<file path="src/rtl/alu_flag_cond_unit.sv">
// ALU consumer stage: NZCV flag register, condition evaluation, one-entry valid/ready output and saturating stats.
// Optional macro ALU_STICKY_OVF_EN adds a sticky overflow flag with its clear input.
module alu_flag_cond_unit #(
    parameter int N     = 4,
    parameter int CNT_W = 8
) (
    input  logic             clk_i,
    input  logic             rst_i,
    input  logic             valid_i,
    output logic             ready_o,
    input  logic [N-1:0]     result_i,
    input  logic [3:0]       alu_flags_i,
    input  logic             flag_we_i,
    input  logic [3:0]       cond_i,
    output logic             valid_o,
    input  logic             ready_i,
    output logic [N-1:0]     result_o,
    output logic [3:0]       flags_o,
    output logic             cond_pass_o,
    output logic [CNT_W-1:0] op_count_o,
    output logic [CNT_W-1:0] ovf_count_o
`ifdef ALU_STICKY_OVF_EN
    ,
    input  logic             clr_sticky_i,
    output logic             sticky_ovf_o
`endif
);

    typedef enum logic {
        EMPTY = 1'b0,
        FULL  = 1'b1
    } state_t;

    state_t           state_reg;
    logic [N-1:0]     result_reg;
    logic [3:0]       flags_reg;
    logic             cond_pass_reg;
    logic [15:0]      cond_vec;
    logic             cond_pass_next;
    logic             accept;
    logic             drain;
    logic [1:0]       cnt_inc;
    logic [CNT_W-1:0] cnt_reg [2];

    logic flag_n, flag_z, flag_c, flag_v;
    assign flag_n = flags_reg[3];
    assign flag_z = flags_reg[2];
    assign flag_c = flags_reg[1];
    assign flag_v = flags_reg[0];

    // Conditions are judged against the flags as they stand before this operation writes them.
    always_comb begin
        cond_vec        = 16'h0000;
        cond_vec[4'h0]  = flag_z;
        cond_vec[4'h1]  = !flag_z;
        cond_vec[4'h2]  = flag_c;
        cond_vec[4'h3]  = !flag_c;
        cond_vec[4'h4]  = flag_n;
        cond_vec[4'h5]  = !flag_n;
        cond_vec[4'h6]  = flag_v;
        cond_vec[4'h7]  = !flag_v;
        cond_vec[4'h8]  = flag_c && !flag_z;
        cond_vec[4'h9]  = !flag_c || flag_z;
        cond_vec[4'hA]  = (flag_n == flag_v);
        cond_vec[4'hB]  = (flag_n != flag_v);
        cond_vec[4'hC]  = !flag_z && (flag_n == flag_v);
        cond_vec[4'hD]  = flag_z || (flag_n != flag_v);
        cond_vec[4'hE]  = 1'b1;
        cond_vec[4'hF]  = 1'b1;
    end

    assign cond_pass_next = cond_vec[cond_i];

    // In FULL the stage accepts only when it is being drained in the same cycle.
    assign ready_o = !rst_i && ((state_reg == EMPTY) || ready_i);
    assign valid_o = (state_reg == FULL);
    assign accept  = valid_i && ready_o;
    assign drain   = valid_o && ready_i;

    always_ff @(posedge clk_i) begin
        if (rst_i) begin
            state_reg     <= EMPTY;
            result_reg    <= '0;
            flags_reg     <= 4'b0000;
            cond_pass_reg <= 1'b0;
        end else if (accept) begin
            state_reg     <= FULL;
            result_reg    <= result_i;
            cond_pass_reg <= cond_pass_next;
            if (flag_we_i && cond_pass_next) begin
                flags_reg <= alu_flags_i;
            end
        end else if (drain) begin
            state_reg <= EMPTY;
        end
    end

    assign cnt_inc = {accept && cond_pass_next && alu_flags_i[0], accept && cond_pass_next};

    generate
        for (genvar gi = 0; gi < 2; gi++) begin : g_cnt
            always_ff @(posedge clk_i) begin
                if (rst_i) begin
                    cnt_reg[gi] <= '0;
                end else if (cnt_inc[gi] && (cnt_reg[gi] != {CNT_W{1'b1}})) begin
                    cnt_reg[gi] <= cnt_reg[gi] + {{(CNT_W-1){1'b0}}, 1'b1};
                end
            end
        end
    endgenerate

    assign result_o    = result_reg;
    assign flags_o     = flags_reg;
    assign cond_pass_o = cond_pass_reg;
    assign op_count_o  = cnt_reg[0];
    assign ovf_count_o = cnt_reg[1];

`ifdef ALU_STICKY_OVF_EN
    logic sticky_reg;

    // A new overflow in the same cycle as a clear keeps the flag set.
    always_ff @(posedge clk_i) begin
        if (rst_i) begin
            sticky_reg <= 1'b0;
        end else if (cnt_inc[1]) begin
            sticky_reg <= 1'b1;
        end else if (clr_sticky_i) begin
            sticky_reg <= 1'b0;
        end
    end

    assign sticky_ovf_o = sticky_reg;
`endif

endmodule

</file>
<file path="config.mk">
export PLATFORM = sky130hd
export DESIGN_NAME = alu_flag_cond_unit
export DESIGN_NICKNAME = d
export VERILOG_FILES = /design/src/rtl/alu_flag_cond_unit.sv
export SDC_FILE = /design/constraint.sdc
export NUM_CORES = 1
export LEC_CHECK = 0
export ABC_CLOCK_PERIOD_IN_PS = 3100
export CORE_ASPECT_RATIO = 0.7
export CORE_MARGIN = 2
export CORE_UTILIZATION = 46
export CTS_CLUSTER_SIZE = 20
export DETAILED_ROUTE_END_ITERATION = 7
export MAX_ROUTING_LAYER = met4
export PLACE_DENSITY = 0.84
export SETUP_SLACK_MARGIN = 0.3
export SYNTH_ARGS = -nofsm -noshare
export SYNTH_HDL_FRONTEND = slang
export SYNTH_SLANG_ARGS = --single-unit
</file>
<file path="constraint.sdc">
create_clock -name clk_i -period 3.1 [get_ports clk_i]
set_clock_uncertainty 0.2 [all_clocks]
set_input_delay 0.465 -clock clk_i [delete_from_list [all_inputs] [get_ports clk_i]]
set_output_delay 0.465 -clock clk_i [all_outputs]
set_load 0.02 [all_outputs]
</file>
After elaboration in Yosys (flattened, before gate mapping)
Memories as Yosys holds them, arrays and structs flattened.
Cells that the tools add are included.

word-level totals
  bits in registers = 10
  memory bits (writable) = 16
  input port bits = 17
  output and inout bits = 27
  word-level logic and storage cells = 49
  memories kept = 1

operators by class
  add/sub/neg operators = 2
  $lt $le $gt $ge = 1
  equal/unequal tests = 4
  multiplexer cells = 14
  bitwise operators = 3
  reduce and logical (&&, ||, !) cells = 20

memories
  name     words  bits a word  rd ports  clocked after Yosys merged registers in  wr ports  line  text
  cnt_reg  2      8            2         0                                        2         43    logic [CNT_W-1:0] cnt_reg [2];

operators with widths
  operator               count
  $add A8 B1 Y8 const B  2
  $mux W8                2
  $ne A8 B8 Y1 const B   2
  $mux W1                11
  $logic_and A1 B1 Y1    10
  $logic_not A1 Y1       5
  $lt A4 B5 Y1 const B   1
  $bmux W1 S4            1
  $logic_or A1 B1 Y1     3
  $or A1 B1 Y1           2
  $reduce_and A2 Y1      1
  $reduce_bool A2 Y1     1
  $eq A1 B1 Y1           1
  $ne A1 B1 Y1           1
  $not A1 Y1             1

Depth between registers and ports, before layout
Gate-level depths: netlist of run 1.

  depth in word-level cells = 11
  mapped depth = 7
  gate-level depth less buffers = 6

Worst setup path before layout of run 1
No wires, ideal clock.

  kind = in2reg
  from = in cond_i[2]
  to = mem cnt_reg[0][0], enable pin
  setup time = 0.343 ns
  arrival = 1.900 ns
  required time = 2.557 ns
  slack = 0.657 ns
  stages = 6
  buffers on the path = 1
  path through = mux4_1 -> xnor2_2 -> nand2b_1 -> nand3_4 -> buf_6 -> o21bai_2

RTL lines
  element      line  text
  from (decl)  14    input logic [3:0] cond_i,
  to (decl)    43

==> flow_metrics.tcl, run 1 <==
set metrics [dict create \
    critical_path.endpoint_type "register" \
    leakage_uw 0.000725 \
    avgSynthCellArea_um2 11.2 \
    start_util_pct 49.1 \
    crit_slowest_cell "mux4_1" \
    portBuffers 43 \
    r2r_cells 6 \
    die_x_um 69.8 \
    seq_area_frac_synth_pct 48.8 \
    route.detailed.drc 0 \
    vias 1082 \
    rrSetupSlack_ns 0.85 \
    slew-limit-headroom_pct 72.7 \
    synth-async-reset-ratio_pct 0 \
    yosysWarnings 0 \
    layout_commonest_cell "clkdlybuf4s50_1" \
    power_density_mw_per_mm2 407 \
    grt_pass1_vias 1132 \
    grt_max_degree 15 \
    tightest_slew_ns 0.408 \
    max_freq_ghz 0.372 \
    firstDrtPassIters 4 \
    holdCritPathClass "reg2reg" \
    antenna_left 0 \
    synth_edf_count 16 \
    layout_common_cells "43 x clkdlybuf4s50_1, 16 x edfxtp_1, 11 x nor2_1" \
    r2r_start "flags_o[3]" \
    fin_setup_tns_ns 0 \
    hold_viol_final 0 \
    diodes 0 \
    cp_max_fo 12 \
    vias_per_cell 5.20 \
    ys_types 31 \
    nFillCells 217 \
    largest_reg_flops 16 \
    crit_type "in2reg" \
    startpoint_type "input pin" \
    die_area_mm2 0.00350 \
    htreeDepth 1 \
    cts_tree "done" \
    dpl.hpwl_um 2430 \
    cp-endpoint "cnt_reg[0][5]" \
    finalSetupViolCount 0 \
    grt-ovfl-total 0 \
    clock_sink_count 26 \
    cts_buffers 3 \
    drive_gt1_share_pct 11.6 \
    cpPeakStageDelay_ns 0.62 \
    cts_hold_buffers 0 \
    track_usage_pct 19.4 \
    drv_slew 0 \
    wl_per_cell_um 14.6 \
    die_h_um 50.1 \
    fin_crit_ns 2.69 \
    rr_endpoint "cnt_reg[0][5]" \
    syn_inst 125 \
    cts_buffer_depth 2 \
    syn2layout_area_growth_pct 39.6 \
    maxCapViolations 0 \
    fin_crit_sh_pct 86.7 \
    synth_nets 144 \
    worstPathArrival_ns 2.57 \
    rows 16 \
    vdd_ir_drop_max_mv 0.336 \
    wl_um 3030 \
    ios 44 \
    ys_seq_elements 26 \
    pre_cts_ws_ns 0.00992 \
    drt_iter0_drc 76 \
    required_ns 2.98 \
    antenna_found_initial 0 \
    nets 192 \
    crit_chain "clkdlybuf4s50_1 > mux4_1 > xnor2_2 > nand2b_1 > nand3_4 > buf_4 > nor3_1" \
    core_mm2 0.00284 \
    ctsRootBufferMaster "clkbuf_8" \
    fin_ws_ns 0.411 \
    synth_area_mm2 0.00140 \
    run_status "finished, final reports clean" \
    clk_pin_slew_worst_paths_ns 0.09 \
    rsz0062_at_grt "false" \
    globalplace.congestion 0.794 \
    clock_latency_ns 0.27 \
    critPathLaunch "cond_i[2]" \
    ys_dominant_reg_cell "edfxtp_1" \
    grt_pass1_wl_um 5250 \
]
Yosys cell counts, types with 2 or more instances:
library cell,instances,area [µm²]
xor2_1,6,52.6
inv_1,3,11.3
dfxtp_1,10,200
nor2_1,11,41.3
nor3_2,4,40.0
mux2i_1,4,40.0
edfxtp_1,16,480
nor3_1,8,40.0
ha_1,2,25.0
o21bai_2,2,22.5
and3_1,7,43.8
xnor2_2,2,32.5
nand3_1,9,45.0
nor2b_1,3,18.8
o21ai_0,4,20.0
xnor2_1,8,70.1
nand2b_1,6,37.5
clkbuf_1,2,7.51
nand2_1,5,18.8
nor3b_1,2,15.0
cells by family after synthesis:
kind of cell,count (synthesis),synth area share (%)
xor+xnor,16,11.1
fa+ha+maj,2,1.79
flops,26,48.8
buf+inv,7,2.42
mux,5,4.75
simple gates,58,24.5
compound gates,11,6.64
metal layers:
layer  GRT usage (%)  share of wire (%)  vias to the layer above
met4            2.88               0.36                        0
met3            4.29                3.7                        2
met2            32.5                 50                       28
met1            24.8                 46                      511
met5               -                  0                        -
li1                -                  -                      541
worst max-delay path, delay by kind of cell:
| kind | cells | cell delay [ns] |
|---|---|---|
| AND/OR/NAND/NOR | 3 | 0.54 |
| XOR/XNOR | 1 | 0.17 |
| multiplexers | 1 | 0.62 |
| buffers and inverters | 2 | 0.77 |
repair_timing:
action	CTS	global route
endpoints found under the hold margin	0	0
buffers inserted	0	0
gates resized for setup	0	2
setup endpoints to repair	0	16
layout make-up:
cell class | count | area, µm² | share of cell area (%)
Multi-Input combinational cell | 92 | 696 | 35.7
Sequential cell | 26 | 681 | 34.9
Timing Repair Buffer | 47 | 460 | 23.6
Tap cell | 36 | 45.0 | 2.31
Clock buffer | 4 | 55.1 | 2.83
Inverter | 3 | 11.3 | 0.578
stage by stage:
step / power [µW] / utilization [%] / cells / instance area (µm²) / hold WS, ns
floorplan: 501 / - / 125 / 1400 / 0.340
global placement: 578 / 66.1 / 204 / 1880 / 0.262
detailed placement: 583 / 66.1 / 204 / 1880 / 0.267
CTS: 796 / 68.0 / 208 / 1930 / 0.288
global route: 830 / 68.5 / 208 / 1950 / 0.291
finish: 793 / 68.5 / 208 / 1950 / 0.268
worst min path at each step:
| stage | startpoint | endpoint | slack [ns] | cells after the start |
|---|---|---|---|---|
| 5_1_grt | cond_pass_o | cond_pass_o | 0.29 | 2 |
| 4_1_cts | cond_pass_o | cond_pass_o | 0.29 | 2 |
| 3_3_place_gp | result_o[2] | result_o[2] | 0.26 | 2 |
| 6_report | cond_pass_o | cond_pass_o | 0.27 | 2 |
| 3_5_place_dp | cond_pass_o | cond_pass_o | 0.27 | 2 |
| 2_1_floorplan | cond_pass_o | cond_pass_o | 0.34 | 2 |
power by group:
group | switching (µW) | internal (µW) | leakage (µW)
combinational | 80.7 | 87.5 | 0.000447
sequential | 19.8 | 389 | 0.000249
clock | 102 | 113 | 0.0000288
(Power assumes the default switching activity.)
==> run 2, diff against run 1 <==
Settings changed: ABC_CLOCK_PERIOD_IN_PS 3100 to 2450, CORE_ASPECT_RATIO 0.7 to 2, CORE_UTILIZATION 46 to 41, HOLD_SLACK_MARGIN from default to 0.1, PLACE_DENSITY 0.84 to 0.8.
Clock period 3.1 ns to 2.45 ns, I/O delays scaled along.
==> flow_metrics.tcl, run 2 (synthesis results as in run 1) <==
set metrics [dict create \
    run_status "finished, final reports clean" \
    core_mm2 0.00334 \
    critical_path.endpoint_type "register" \
    ios 44 \
    htreeDepth 1 \
    rows 30 \
    drive_gt1_share_pct 18.1 \
    leakage_uw 0.000760 \
    vias_per_cell 5.41 \
    grt-ovfl-total 0 \
    cts_buffers 3 \
    grt_max_degree 15 \
    required_ns 2.20 \
    die_x_um 45.2 \
    wl_per_cell_um 14.8 \
    met1_usage_pct 16.9 \
    nets 197 \
    gr-usage-met3_pct 0.833 \
    die_h_um 86.5 \
    die_area_mm2 0.00391 \
    drv_slew 0 \
    fin_crit_ns 2.07 \
    hold_viol_final 0 \
    grt_busiest_layer "met2" \
    diodes 0 \
    firstDrtPassIters 2 \
    layout_commonest_cell "clkdlybuf4s50_1" \
    final-seq-area_um2 686 \
    met2_usage_pct 31.2 \
    clock_latency_ns 0.27 \
    grt_pass1_vias 1139 \
    start_util_pct 41.8 \
    power_density_mw_per_mm2 507 \
    nFillCells 291 \
    antenna_left 0 \
    track_usage_pct 16.9 \
    layout_common_cells "38 x clkdlybuf4s50_1, 16 x edfxtp_1, 11 x nor2_1" \
    portBuffers 43 \
    syn2layout_area_growth_pct 42.6 \
    worstPathArrival_ns 1.81 \
    crit_type "in2reg" \
    finalSetupViolCount 0 \
    tightest_slew_ns 0.294 \
    multi_input_area_um2 702 \
    max_freq_ghz 0.484 \
    dpl.hpwl_um 2490 \
    fin_crit_sh_pct 84.3 \
    cts_tree "done" \
    cp_max_fo 8 \
    vdd_ir_drop_max_mv 0.422 \
    rsz0062_at_grt "false" \
    clock_sink_count 26 \
    wl_um 3080 \
    fin_setup_tns_ns 0 \
    globalplace.congestion 0.725 \
    ctsRootBufferMaster "clkbuf_8" \
    largest_reg_flops 16 \
    route.detailed.drc 0 \
    startpoint_type "input pin" \
    clk_pin_slew_worst_paths_ns 0.09 \
    power_uw 1010 \
    cts_buffer_depth 2 \
    grt_pass1_wl_um 4800 \
    maxCapViolations 0 \
    holdCritPathClass "in2reg" \
    antenna_found_initial 0 \
    drt_iter0_drc 19 \
    vias 1130 \
    final_util_pct 59.6 \
    slew-limit-headroom_pct 80.4 \
]
-- run 2: final timing paths --
kind	slack, ns	cells past startpoint	endpoint	start
setup / recovery	0.38	6	cnt_reg[1][7]	cond_i[2]
hold / removal	0.22	2	flags_o[2]	rst_i
setup reg to reg	0.40	5	cnt_reg[1][7]	flags_o[0]
hold reg to reg	0.28	2	result_o[3]	result_o[3]
-- run 2: critical path: stages --
cell	delay (ns)
dlygate4sd2_1	0.24
mux4_2	0.55
xnor2_2	0.16
nand2b_1	0.11
nand3_4	0.12
o21bai_4	0.27
-- run 2: layer usage --
metal  vias up  routed length [µm]
met5         -                   0
met4         0                  76
met3         8                  93
met2        34                1790
met1       540                1120
li1        548                   -
-- run 2: area by class of cell --
cell class / count / area share, %
Timing Repair Buffer: 52 / 24.9
Multi-Input combinational cell: 92 / 35.3
Sequential cell: 26 / 34.5
Tap cell: 32 / 2.01
Clock buffer: 4 / 2.77
Inverter: 3 / 0.566
-- run 2: timing repair --
item / CTS / global route
buffers inserted: 0 / 1
resized for setup: 6 / 1
pin swaps: 1 / 0
endpoints found under the setup margin: 38 / 3
hold buffers: 0 / 0
-- run 2: metrics by stage --
stage | cell area [µm²] | cells | setup slack (ns) | hold slack [ns]
floorplan | 1410 | 125 | 0.278 | 0.276
global placement | 1920 | 204 | -0.153 | 0.260
global route | 1990 | 209 | 0.328 | 0.244
detailed placement | 1920 | 204 | -0.212 | 0.269
CTS | 1980 | 208 | 0.367 | 0.286
finish | 1990 | 209 | 0.384 | 0.219
-- run 2: report_power, final --
part | internal, µW | switching, µW
logic | 114 | 104
registers | 493 | 25.8
clock network | 143 | 128
